==> src/rtl/mem_arbiter.sv <==
// mem_arbiter: shares one data-memory port between IFU and LSU.
// One transaction in flight, round-robin grant on ties.
module mem_arbiter #(
   parameter int ADDR_W = 32,
   parameter int DATA_W = 32
) (
   input  logic              clk,
   input  logic              rst,
   input  logic              ifu_req_valid,
   output logic              ifu_req_ready,
   input  logic [ADDR_W-1:0] ifu_addr,
   output logic              ifu_resp_valid,
   input  logic              ifu_resp_ready,
   output logic [DATA_W-1:0] ifu_rdata,
   input  logic              lsu_req_valid,
   output logic              lsu_req_ready,
   input  logic              lsu_wen,
   input  logic [ADDR_W-1:0] lsu_addr,
   input  logic [DATA_W-1:0] lsu_wdata,
   input  logic [DATA_W/8-1:0] lsu_wstrb,
   output logic              lsu_resp_valid,
   input  logic              lsu_resp_ready,
   output logic [DATA_W-1:0] lsu_rdata,
   output logic              mem_req_valid,
   input  logic              mem_req_ready,
   output logic              mem_wen,
   output logic [ADDR_W-1:0] mem_addr,
   output logic [DATA_W-1:0] mem_wdata,
   output logic [DATA_W/8-1:0] mem_wstrb,
   input  logic              mem_resp_valid,
   output logic              mem_resp_ready,
   input  logic [DATA_W-1:0] mem_rdata
);

   typedef enum logic [1:0] {
      IDLE, REQ, RESP, DONE
   } state_t;

   state_t state;
   state_t next;

   logic              owner;
   logic              last_grant;
   logic              wen_q;
   logic [ADDR_W-1:0] addr_q;
   logic [DATA_W-1:0] wdata_q;
   logic [DATA_W/8-1:0] wstrb_q;
   logic [DATA_W-1:0] rdata_buf;

   logic grant_ifu;
   logic grant_lsu;
   logic accept;
   logic owner_ack;

   // Tie goes to whoever was not granted last.
   always_comb begin
      grant_ifu = ifu_req_valid & (~lsu_req_valid | last_grant);
      grant_lsu = lsu_req_valid & (~ifu_req_valid | ~last_grant);
      accept    = (state == IDLE) & ~rst & (grant_ifu | grant_lsu);
      owner_ack = owner ? lsu_resp_ready : ifu_resp_ready;
   end

   // State register.
   always_ff @(posedge clk or posedge rst) begin
      if (rst) state <= IDLE;
      else     state <= next;
   end

   // Next-state logic.
   always_comb begin
      next = state;
      unique case (state)
         IDLE: if (accept)         next = REQ;
         REQ:  if (mem_req_ready)  next = RESP;
         RESP: if (mem_resp_valid) next = DONE;
         DONE: if (owner_ack)      next = IDLE;
         default:                  next = IDLE;
      endcase
   end

   // Latch the winning request and the memory response.
   always_ff @(posedge clk or posedge rst) begin
      if (rst) begin
         owner      <= 1'b0;
         last_grant <= 1'b1;
         wen_q      <= 1'b0;
         addr_q     <= '0;
         wdata_q    <= '0;
         wstrb_q    <= '0;
         rdata_buf  <= '0;
      end else begin
         if (accept) begin
            owner      <= grant_lsu;
            last_grant <= grant_lsu;
            if (grant_lsu) begin
               wen_q   <= lsu_wen;
               addr_q  <= lsu_addr;
               wdata_q <= lsu_wdata;
               wstrb_q <= lsu_wstrb;
            end else begin
               wen_q   <= 1'b0;
               addr_q  <= ifu_addr;
               wdata_q <= '0;
               wstrb_q <= '0;
            end
         end
         if (state == RESP && mem_resp_valid)
            rdata_buf <= mem_rdata;
      end
   end

   // Handshake outputs decoded from the state.
   always_comb begin
      ifu_req_ready  = accept & grant_ifu;
      lsu_req_ready  = accept & grant_lsu;
      mem_req_valid  = (state == REQ);
      mem_resp_ready = (state == RESP);
      ifu_resp_valid = (state == DONE) & ~owner;
      lsu_resp_valid = (state == DONE) & owner;
      mem_wen        = wen_q;
      mem_addr       = addr_q;
      mem_wdata      = wdata_q;
      mem_wstrb      = wstrb_q;
      ifu_rdata      = rdata_buf;
      lsu_rdata      = rdata_buf;
   end

endmodule

==> config.mk <==
export PLATFORM = sky130hd
export DESIGN_NAME = mem_arbiter
export DESIGN_NICKNAME = d
export VERILOG_FILES = /design/src/rtl/mem_arbiter.sv
export SDC_FILE = /design/constraint.sdc
export NUM_CORES = 1
export LEC_CHECK = 0
export BUFFER_PORTS_ARGS = -buffer_cell sky130_fd_sc_hd__buf_2
export CAP_MARGIN = 20
export CORE_ASPECT_RATIO = 0.75
export CORE_UTILIZATION = 43
export CTS_CLUSTER_SIZE = 14
export DETAILED_ROUTE_END_ITERATION = 8
export PLACE_DENSITY = 0.82
export SKIP_CTS_REPAIR_TIMING = 1
export SLEW_MARGIN = 20
export SYNTH_ARGS = -nofsm -noshare
export SYNTH_HDL_FRONTEND = slang
export SYNTH_SLANG_ARGS = --single-unit
==> constraint.sdc <==
create_clock -name clk -period 4.54 [get_ports clk]
set_clock_uncertainty 0.15 [all_clocks]
set_input_delay 0.908 -clock clk [delete_from_list [all_inputs] [get_ports clk]]
set_output_delay 0.908 -clock clk [all_outputs]
set_load 0.03 [all_outputs]
==> results of run 1 <==
## stage by stage
step / hold slack [ps] / util (%)
after detailed placement: 314 / 58.0
after CTS: 330 / 60.8
final: 327 / 60.8
after global placement: 310 / 58.0
after global routing: 349 / 60.8
after floorplan: 347 / -
## kinds of logic after synthesis
group	Yosys count
AOI/OAI and AO/OA	77
adders and majority gates	4
buffers and inverters	60
DFF	105
muxes	65
and+or+nand+nor	44
## power by group through the flow
stage / Clock, mW / Sequential (mW) / Combinational, mW
global placement: 0 / 1.63 / 2.60
finish: 0.707 / 1.65 / 2.61
CTS: 0.728 / 1.65 / 2.64
floorplan: 0 / 2.46 / 1.22
global route: 0.781 / 1.70 / 2.76
detailed placement: 0 / 1.65 / 2.65
## area by class of cell
| type | instances | share of cell area [%] |
|---|---|---|
| multi-input cells | 190 | 25.1 |
| flip-flops and latches | 105 | 43.6 |
| inverters | 5 | 0.352 |
| clock buffers | 11 | 3.86 |
| repair buffers | 284 | 23.8 |
| well taps | 132 | 2.74 |
| clock inverters | 5 | 0.643 |
## routing by layer
metal,track usage (%),vias to the layer above,part of all wire (%)
li1,-,1686,-
met1,23.8,1645,39
met2,37.1,163,53
met3,5.68,14,6.1
met4,5.14,0,1.2
met5,0,-,0
## layout by cell type (no fill, tap or decap)
| cell | Yosys | layout |
|---|---|---|
| clkbuf_16 | 0 | 9 |
| a21oi_1 | 1 | 1 |
| clkinv_4 | 0 | 1 |
| dfrtp_1 | 104 | 104 |
| a22oi_1 | 1 | 1 |
| o21ai_4 | 0 | 1 |
| buf_4 | 39 | 5 |
| mux2_2 | 32 | 32 |
| nor2_1 | 2 | 2 |
| mux2_4 | 1 | 1 |
| a21o_1 | 2 | 2 |
| inv_6 | 0 | 2 |
| nor3b_1 | 1 | 1 |
| ha_1 | 4 | 4 |
| and2_4 | 1 | 1 |
| a22o_1 | 37 | 37 |
| and2_1 | 1 | 1 |
| o21ai_0 | 33 | 33 |
| buf_2 | 12 | 279 |
| nand2_2 | 1 | 1 |
| a2111oi_4 | 1 | 1 |
| nor2b_1 | 4 | 4 |
| dfstp_2 | 1 | 1 |
| nand2_1 | 34 | 34 |
| clkbuf_1 | 4 | 2 |
| mux2i_1 | 32 | 32 |
| a21boi_4 | 0 | 1 |
| clkinvlp_4 | 0 | 1 |
| inv_4 | 0 | 1 |
| inv_1 | 5 | 4 |
| clkinv_2 | 0 | 1 |
## flip-flops by register name, indices dropped and copies added (netlist names)
name / cells
owner: 1
last_grant: 1
ifu_rdata: 32
mem_wstrb: 4
mem_wen: 1
mem_wdata: 32
state: 2
mem_addr: 32
## worst max-delay path by stage
stage,startpoint,to,slack [ps]
global route,state[0]$_DFFE_PP0P_,lsu_req_ready,1100
detailed placement,rst,lsu_req_ready,1330
global placement,rst,lsu_req_ready,1400
CTS,state[1]$_DFFE_PP0P_,lsu_req_ready,1260
finish,state[0]$_DFFE_PP0P_,lsu_req_ready,1260
floorplan,rst,ifu_rdata[0]$_DFFE_PP0P_,720
## critical path: stages (launching register included)
cell     delay (ps)
dfrtp_1         400
inv_1           110
ha_1            210
nor2b_1         330
and2_1          200
buf_4           360
buf_2           270
==> run summary, run 1 <==
Worst Setup Start Kind -> register
H-tree depth -> 3
R2R Path Start -> state[0]$_DFFE_PP0P_
Count of final setup violators -> 0
Worst r2r path cells -> 6
Net Sw Power -> 2.37 mW
Min-Delay Startpoint -> mem_addr[20]$_DFFE_PP0P_
Synth area leaders -> dfrtp_1, mux2_2, a22o_1
Post-synthesis compound-gate area fraction -> 12.4%
DR iter-0 viols -> 120
Leakage -> 3.32 nW
I/O Buffers -> 279
Vias in the first global route -> 3417
Final period util -> 72.2%
Via density -> 4.79
Top_reg_cell synth -> dfrtp_1
Setup_tns -> 0 ps
Post-synth EDFFs -> 0
Sw frac -> 47.7%
WL per Instance -> 15.1 um
Avg Cell Area, Syn -> 12.7 um2
Fmax -> 305 MHz
Yosys warning count -> 0
Drt drc -> 0
Multi-input logic area -> 1510 um2
Clock power frac -> 14.2%
Final Slew Violations -> 0
Worst skew pair latency -> 330 ps
Share of cells above drive strength 1 -> 56.3%
Synth Area in Simple Gates -> 4.19%
Initial Util -> 45.4%
CTS Sinks -> 105
Combinational family with the most area after synthesis -> multiplexers
Critical R2R Capture -> mem_wdata[21]$_DFFE_PP0P_
Flop pwr share -> 33.2%
Total congestion overflow -> 0
Most frequent cell after synthesis -> dfrtp_1
Status -> complete, no violations
Layout Cells excl Fill -> 732
Clk buf depth -> 2
Post-DP HPWL -> 8.52 mm
Adder-cell share of the synthesized area -> 1.11%
Worst Path Required -> 3480 ps
WL final -> 11.0 mm
# IOs -> 280
DR pass1 iterations -> 4
Most instantiated cells after synthesis -> dfrtp_1, buf_4, a22o_1
Clock Pin Slew Worst Setup and Hold Paths -> 70 ps
Post-DRT Antenna Nets -> 0
Worst vdd ir -> 0.000352 V
Synth Instances -> 355
Area share of the largest cell type after synthesis -> 57.7%
PnR worst setup slack -> 1260 ps
Area leader, netlist -> dfrtp_1
CTS tree -> built
Root buffer cell -> clkbuf_16
Sequential Area -> 2630 um2
Initial antenna violation count -> 0
Critical path peak fanout -> 40
CTS Buf Count -> 9
Post-place setup slack -> 1330 ps
Post-Place Cells -> 716
Power per standard cell area -> 823 nW/um2
Cell Int Power -> 2.60 mW
Total vias in the final route -> 3508
Synth Cell Area -> 4510 um2
Max_cap viols -> 0
Seq/Total Area, Yosys -> 58.3%
Die height -> 90.7 um
Fill count -> 832
Post-route cell area -> 6030 um2
GR Util All Layers -> 20.5%
Die ar. -> 10900 um2
Worst Hold End -> mem_addr[20]$_DFFE_PP0P_
Hold Path Depth -> 2
Worst endpoint data arrival time -> 2220 ps
Power, Total -> 4.97 mW
Syn-to-layout area delta -> 33.9%
Reg2Reg Setup Slack -> 2150 ps
First-pass GRT wire length -> 17.3 mm
Mux share of post-synthesis cell area -> 15.4%
Hold WC Path Type -> register to register
Rows -> 31
Synth Register Bits -> 105
Async SR Flop Fraction -> 100%
Core area -> 9930 um2
Inserted Diodes -> 0
Syn Nets -> 500
Dpl cell area -> 5760 um2
Worst slew pin tran -> 928 ps
Path type of the worst setup path -> register to primary output
Crit path time final -> 3280 ps
Nets -> 740
XOR/XNOR Fraction of Synth Area -> 0%
Comb power frac -> 52.6%
Crit end category -> primary output
Yosys cell types -> 25
Unrepaired setup endpoints after global routing -> false
Chip Width -> 120 um
Fin. Hold Viols -> 0
RePlAce Congestion -> 0.769
Slew Limit Headroom -> 38.2%
Pin count of the biggest net entering global routing -> 79
Power figures use the tool's default switching activity.
==> run 2: changes to the inputs <==
==> constraint.sdc (replaced) <==
create_clock -name clk -period 3.4 [get_ports clk]
set_clock_uncertainty 0.15 [all_clocks]
set_input_delay 0.68 -clock clk [delete_from_list [all_inputs] [get_ports clk]]
set_output_delay 0.68 -clock clk [all_outputs]
set_load 0.03 [all_outputs]
==> run summary, run 2 (synthesis results as in run 1) <==
Initial antenna violation count -> 0
I/O Buffers -> 279
Post-place setup slack -> 1040 ps
Crit path time final -> 2620 ps
Worst Setup Start Kind -> register
Nets -> 741
Commonest non-fill, non-tap cell in the layout -> buf_2
Leakage -> 3.35 nW
Share of cells above drive strength 1 -> 56.7%
Post-route cell area -> 6100 um2
RePlAce Congestion -> 0.762
Drt drc -> 0
Worst slew pin tran -> 771 ps
Final period util -> 77.2%
Worst Setup SP -> state[0]$_DFFE_PP0P_
Final Slew Violations -> 0
Hold WC Path Type -> register to register
# IOs -> 280
Critical R2R Capture -> mem_addr[17]$_DFFE_PP0P_
Most frequent cells in the layout -> buf_2, dfrtp_1, a22o_1
Power per standard cell area -> 1110 nW/um2
Vias in the first global route -> 3498
Worst-path cell chain -> inv_1 -> ha_1 -> nor2b_1 -> and2_1 -> buf_2
Initial Util -> 45.4%
Post-DRT Antenna Nets -> 0
Layout Cells excl Fill -> 733
Unrepaired setup endpoints after global routing -> false
Slew Limit Headroom -> 48.5%
Inserted Diodes -> 0
GR Util All Layers -> 20.9%
DR pass1 iterations -> 4
DR iter-0 viols -> 149
CTS Buf Count -> 9
Max_cap viols -> 0
Pin count of the biggest net entering global routing -> 72
Critical path peak fanout -> 3
Dpl cell area -> 5780 um2
CP delay by family, top -> simple AND/OR/NAND/NOR gates
Syn-to-layout area delta -> 35.5%
Worst skew pair latency -> 330 ps
CTS tree -> built
Fin. Hold Viols -> 0
Die ar. -> 10900 um2
Worst endpoint data arrival time -> 1790 ps
Rows -> 31
Post-Place Cells -> 717
PnR worst setup slack -> 775 ps
CP max stage cell -> dfrtp_1
Max incr delay on CP -> 400 ps
First-pass GRT wire length -> 17.8 mm
CP Depth -> 5
Count of final setup violators -> 0
Core area -> 9930 um2
WL final -> 11.3 mm
Path type of the worst setup path -> register to primary output
Root buffer cell -> clkbuf_16
Crit end category -> primary output
WL per Instance -> 15.4 um
Clk buf depth -> 2
Status -> complete, no violations
CP bufs+invs -> 2
R2R Path Start -> state[0]$_DFFE_PP0P_
Reg2Reg Setup Slack -> 1320 ps
Total congestion overflow -> 0
Via density -> 4.87
CTS Sinks -> 105
Critical path capture point -> lsu_req_ready
Chip Width -> 120 um
Fmax -> 381 MHz
Setup_tns -> 0 ps
Worst vdd ir -> 0.000483 V
Clock Pin Slew Worst Setup and Hold Paths -> 80 ps
H-tree depth -> 3
Worst Path Required -> 2570 ps
Die height -> 90.7 um
Worst r2r path cells -> 7
Total vias in the final route -> 3572
Post-DP HPWL -> 8.76 mm
[run 2: cell types whose count changed in the layout (fill, tap and decap cells not counted)]
cell	before	now
buf_12	0	1
bufinv_16	0	1
clkbuf_1	2	0
clkinv_2	1	0
clkinv_8	0	1
inv_4	1	0
inv_8	0	2
[run 2: worst min-delay path by stage]
| stage | startpoint | to | slack [ps] | depth (start not counted) |
|---|---|---|---|---|
| 2_1_floorplan | owner$_DFFE_PP0P_ | owner$_DFFE_PP0P_ | 350 | 1 |
| 3_3_place_gp | mem_addr[28]$_DFFE_PP0P_ | mem_addr[28]$_DFFE_PP0P_ | 310 | 2 |
| 3_5_place_dp | mem_addr[14]$_DFFE_PP0P_ | mem_addr[14]$_DFFE_PP0P_ | 320 | 2 |
| 4_1_cts | mem_addr[14]$_DFFE_PP0P_ | mem_addr[14]$_DFFE_PP0P_ | 330 | 2 |
| 5_1_grt | mem_addr[31]$_DFFE_PP0P_ | mem_addr[31]$_DFFE_PP0P_ | 360 | 2 |
| 6_report | mem_addr[26]$_DFFE_PP0P_ | mem_addr[26]$_DFFE_PP0P_ | 330 | 2 |
[run 2: stage by stage]
stage | util [%] | hold WS (ps) | total power [mW]
4_1_cts | 61.5 | 332 | 6.85
2_1_floorplan | - | 347 | 4.91
6_report | 61.5 | 329 | 6.79
3_5_place_dp | 58.3 | 315 | 5.76
3_3_place_gp | 58.3 | 311 | 5.66
5_1_grt | 61.5 | 355 | 7.16
[run 2: cell type report]
| type | instances | area (um2) |
|---|---|---|
| fillers | 818 | 3820 |
| flip-flops and latches | 105 | 2630 |
| multi-input cells | 190 | 1510 |
| repair buffers | 285 | 1450 |
| clock buffers | 9 | 225 |
| well taps | 132 | 165 |
| clock inverters | 7 | 95.1 |
| inverters | 5 | 22.5 |
[run 2: layer usage]
metal | routed length [um] | share of wire (%) | vias up | GRT usage (%)
li1 | - | - | 1690 | -
met1 | 4570 | 40 | 1727 | 25.4
met2 | 5990 | 53 | 145 | 37.8
met3 | 624 | 5.5 | 10 | 4.23
met4 | 142 | 1.3 | 0 | 5.14
met5 | 0 | 0 | - | 0
[run 2: worst reg2reg max path, delay by kind of cell, from the launching register on]
family	cells	cell delay, ps
adders and majority gates	1	200
and+or+nand+nor	2	440
DFF	1	400
buffers and inverters	2	440
AOI/OAI and AO/OA	2	320
[run 2: report_power, final]
part	switching (mW)	internal (mW)	leakage [nW]
Sequential	0.370	1.83	1.31
Combinational	2.37	1.13	1.88
Clock	0.489	0.595	0.157
==> run 3: changes to the inputs <==
--- a/config.mk
+++ b/config.mk
@@ -8,10 +8,10 @@
 export BUFFER_PORTS_ARGS = -buffer_cell sky130_fd_sc_hd__buf_2
 export CAP_MARGIN = 20
 export CORE_ASPECT_RATIO = 0.75
-export CORE_UTILIZATION = 43
+export CORE_UTILIZATION = 39
 export CTS_CLUSTER_SIZE = 14
 export DETAILED_ROUTE_END_ITERATION = 8
-export PLACE_DENSITY = 0.82
+export PLACE_DENSITY = 0.79
 export SKIP_CTS_REPAIR_TIMING = 1
 export SLEW_MARGIN = 20
 export SYNTH_ARGS = -nofsm -noshare
==> constraint.sdc (replaced) <==
create_clock -name clk -period 2.3 [get_ports clk]
set_clock_uncertainty 0.15 [all_clocks]
set_input_delay 0.46 -clock clk [delete_from_list [all_inputs] [get_ports clk]]
set_output_delay 0.46 -clock clk [all_outputs]
set_load 0.03 [all_outputs]
==> run summary, run 3 (synthesis results as in run 1) <==
Net Sw Power -> 4.73 mW
Rows -> 33
Slew Limit Headroom -> 47.9%
Syn-to-layout area delta -> 37.7%
Drt drc -> 0
Flop pwr share -> 32.4%
Cell Int Power -> 5.35 mW
CTS tree -> built
Worst skew pair latency -> 340 ps
GR Util All Layers -> 18.6%
WL final -> 11.3 mm
Power per standard cell area -> 1620 nW/um2
Fmax -> 460 MHz
Multi-input logic area -> 1520 um2
RePlAce Congestion -> 0.747
Initial antenna violation count -> 2
Post-DRT Antenna Nets -> 0
Worst endpoint data arrival time -> 1570 ps
Clock Pin Slew Worst Setup and Hold Paths -> 70 ps
Fill count -> 975
Vias in the first global route -> 3490
Total congestion overflow -> 0
Crit end category -> primary output
Worst Setup Start Kind -> register
Unrepaired setup endpoints after global routing -> false
Post-route cell area -> 6210 um2
Sw frac -> 46.9%
Core Util, Final -> 55.9%
Clock power frac -> 15.6%
Critical path peak fanout -> 3
Comb power frac -> 52.0%
Hold WC Path Type -> input pin to async pin
Sequential Area -> 2630 um2
Max_cap viols -> 0
Worst vdd ir -> 0.000777 V
Leakage -> 3.39 nW
First-pass GRT wire length -> 17.3 mm
Clk buf depth -> 2
Path type of the worst setup path -> register to primary output
Crit path time final -> 2180 ps
DR pass1 iterations -> 4
Status -> complete, no violations
Core area -> 11100 um2
Commonest non-fill, non-tap cell in the layout -> buf_2
CTS Buf Count -> 9
Worst slew pin tran -> 780 ps
Worst Path Required -> 1690 ps
Die height -> 95.1 um
Count of final setup violators -> 0
Dpl cell area -> 5860 um2
Post-DP HPWL -> 8.80 mm
Die ar. -> 12000 um2
Root buffer cell -> clkbuf_16
Total vias in the final route -> 3574
Via density -> 4.78
# IOs -> 280
DR iter-0 viols -> 97
Chip Width -> 126 um
Share of cells above drive strength 1 -> 57.6%
CTS Sinks -> 105
Fin. Hold Viols -> 0
Final period util -> 94.6%
WL per Instance -> 15.1 um
Final Slew Violations -> 0
Initial Util -> 40.6%
Nets -> 746
H-tree depth -> 3
Pin count of the biggest net entering global routing -> 57
Most frequent cells in the layout -> buf_2, dfrtp_1, a22o_1
I/O Buffers -> 279
## run 3: power by group through the flow
stage / sequential [mW] / combinational [mW] / clock (mW)
floorplan: 4.85 / 2.42 / 0
global placement: 3.23 / 5.17 / 0
detailed placement: 3.29 / 5.26 / 0
CTS: 3.27 / 5.26 / 1.62
global route: 3.37 / 5.56 / 1.71
finish: 3.26 / 5.24 / 1.57
## run 3: final cells by class
class / count / area share [%]
inverters: 5 / 0.363
well taps: 140 / 2.82
diodes: 1 / 0.0403
multi-input cells: 190 / 24.6
clock inverters: 6 / 1.13
clock buffers: 10 / 3.85
flip-flops and latches: 105 / 42.4
repair buffers: 290 / 24.9
## run 3: through the flow
step	setup TNS [ps]	hold WS [ps]	cells	total power, mW	setup slack, ps
after detailed placement	0	316	727	8.55	200
final	0	142	747	10.1	125
after floorplan	0	347	355	7.27	340
after global placement	0	310	727	8.41	292
after CTS	-311	143	743	10.1	-158
after global routing	0	168	746	10.6	3.32
## run 3: worst paths after layout
path	from	endpoint	slack [ps]	depth (start not counted)
max	state[0]$_DFFE_PP0P_	ifu_req_ready	120	6
min	rst	mem_wdata[7]$_DFFE_PP0P_	140	2
max reg2reg	state[0]$_DFFE_PP0P_	state[1]$_DFFE_PP0P_	310	6
min reg2reg	mem_addr[2]$_DFFE_PP0P_	mem_addr[2]$_DFFE_PP0P_	330	2
max in group asynchronous	rst	mem_wdata[19]$_DFFE_PP0P_	1230	3
min in group clk	lsu_wdata[10]	mem_wdata[10]$_DFFE_PP0P_	180	2
## run 3: critical path, stage by stage, from the launching register on
cell and delay [ps]:
dfrtp_1 420, inv_2 100, ha_2 190, nor2b_4 160, nand2_1 60, a21oi_1 120
buf_4 180
## run 3: routing by layer
metal	vias up	GRT usage (%)	wire [um]	share of wire [%]
li1	1706	-	-	-
met1	1694	22.0	4650	41
met5	-	0	13	0.11
met2	158	33.3	5860	52
met3	14	5.50	668	5.9
met4	2	5.02	113	1.0
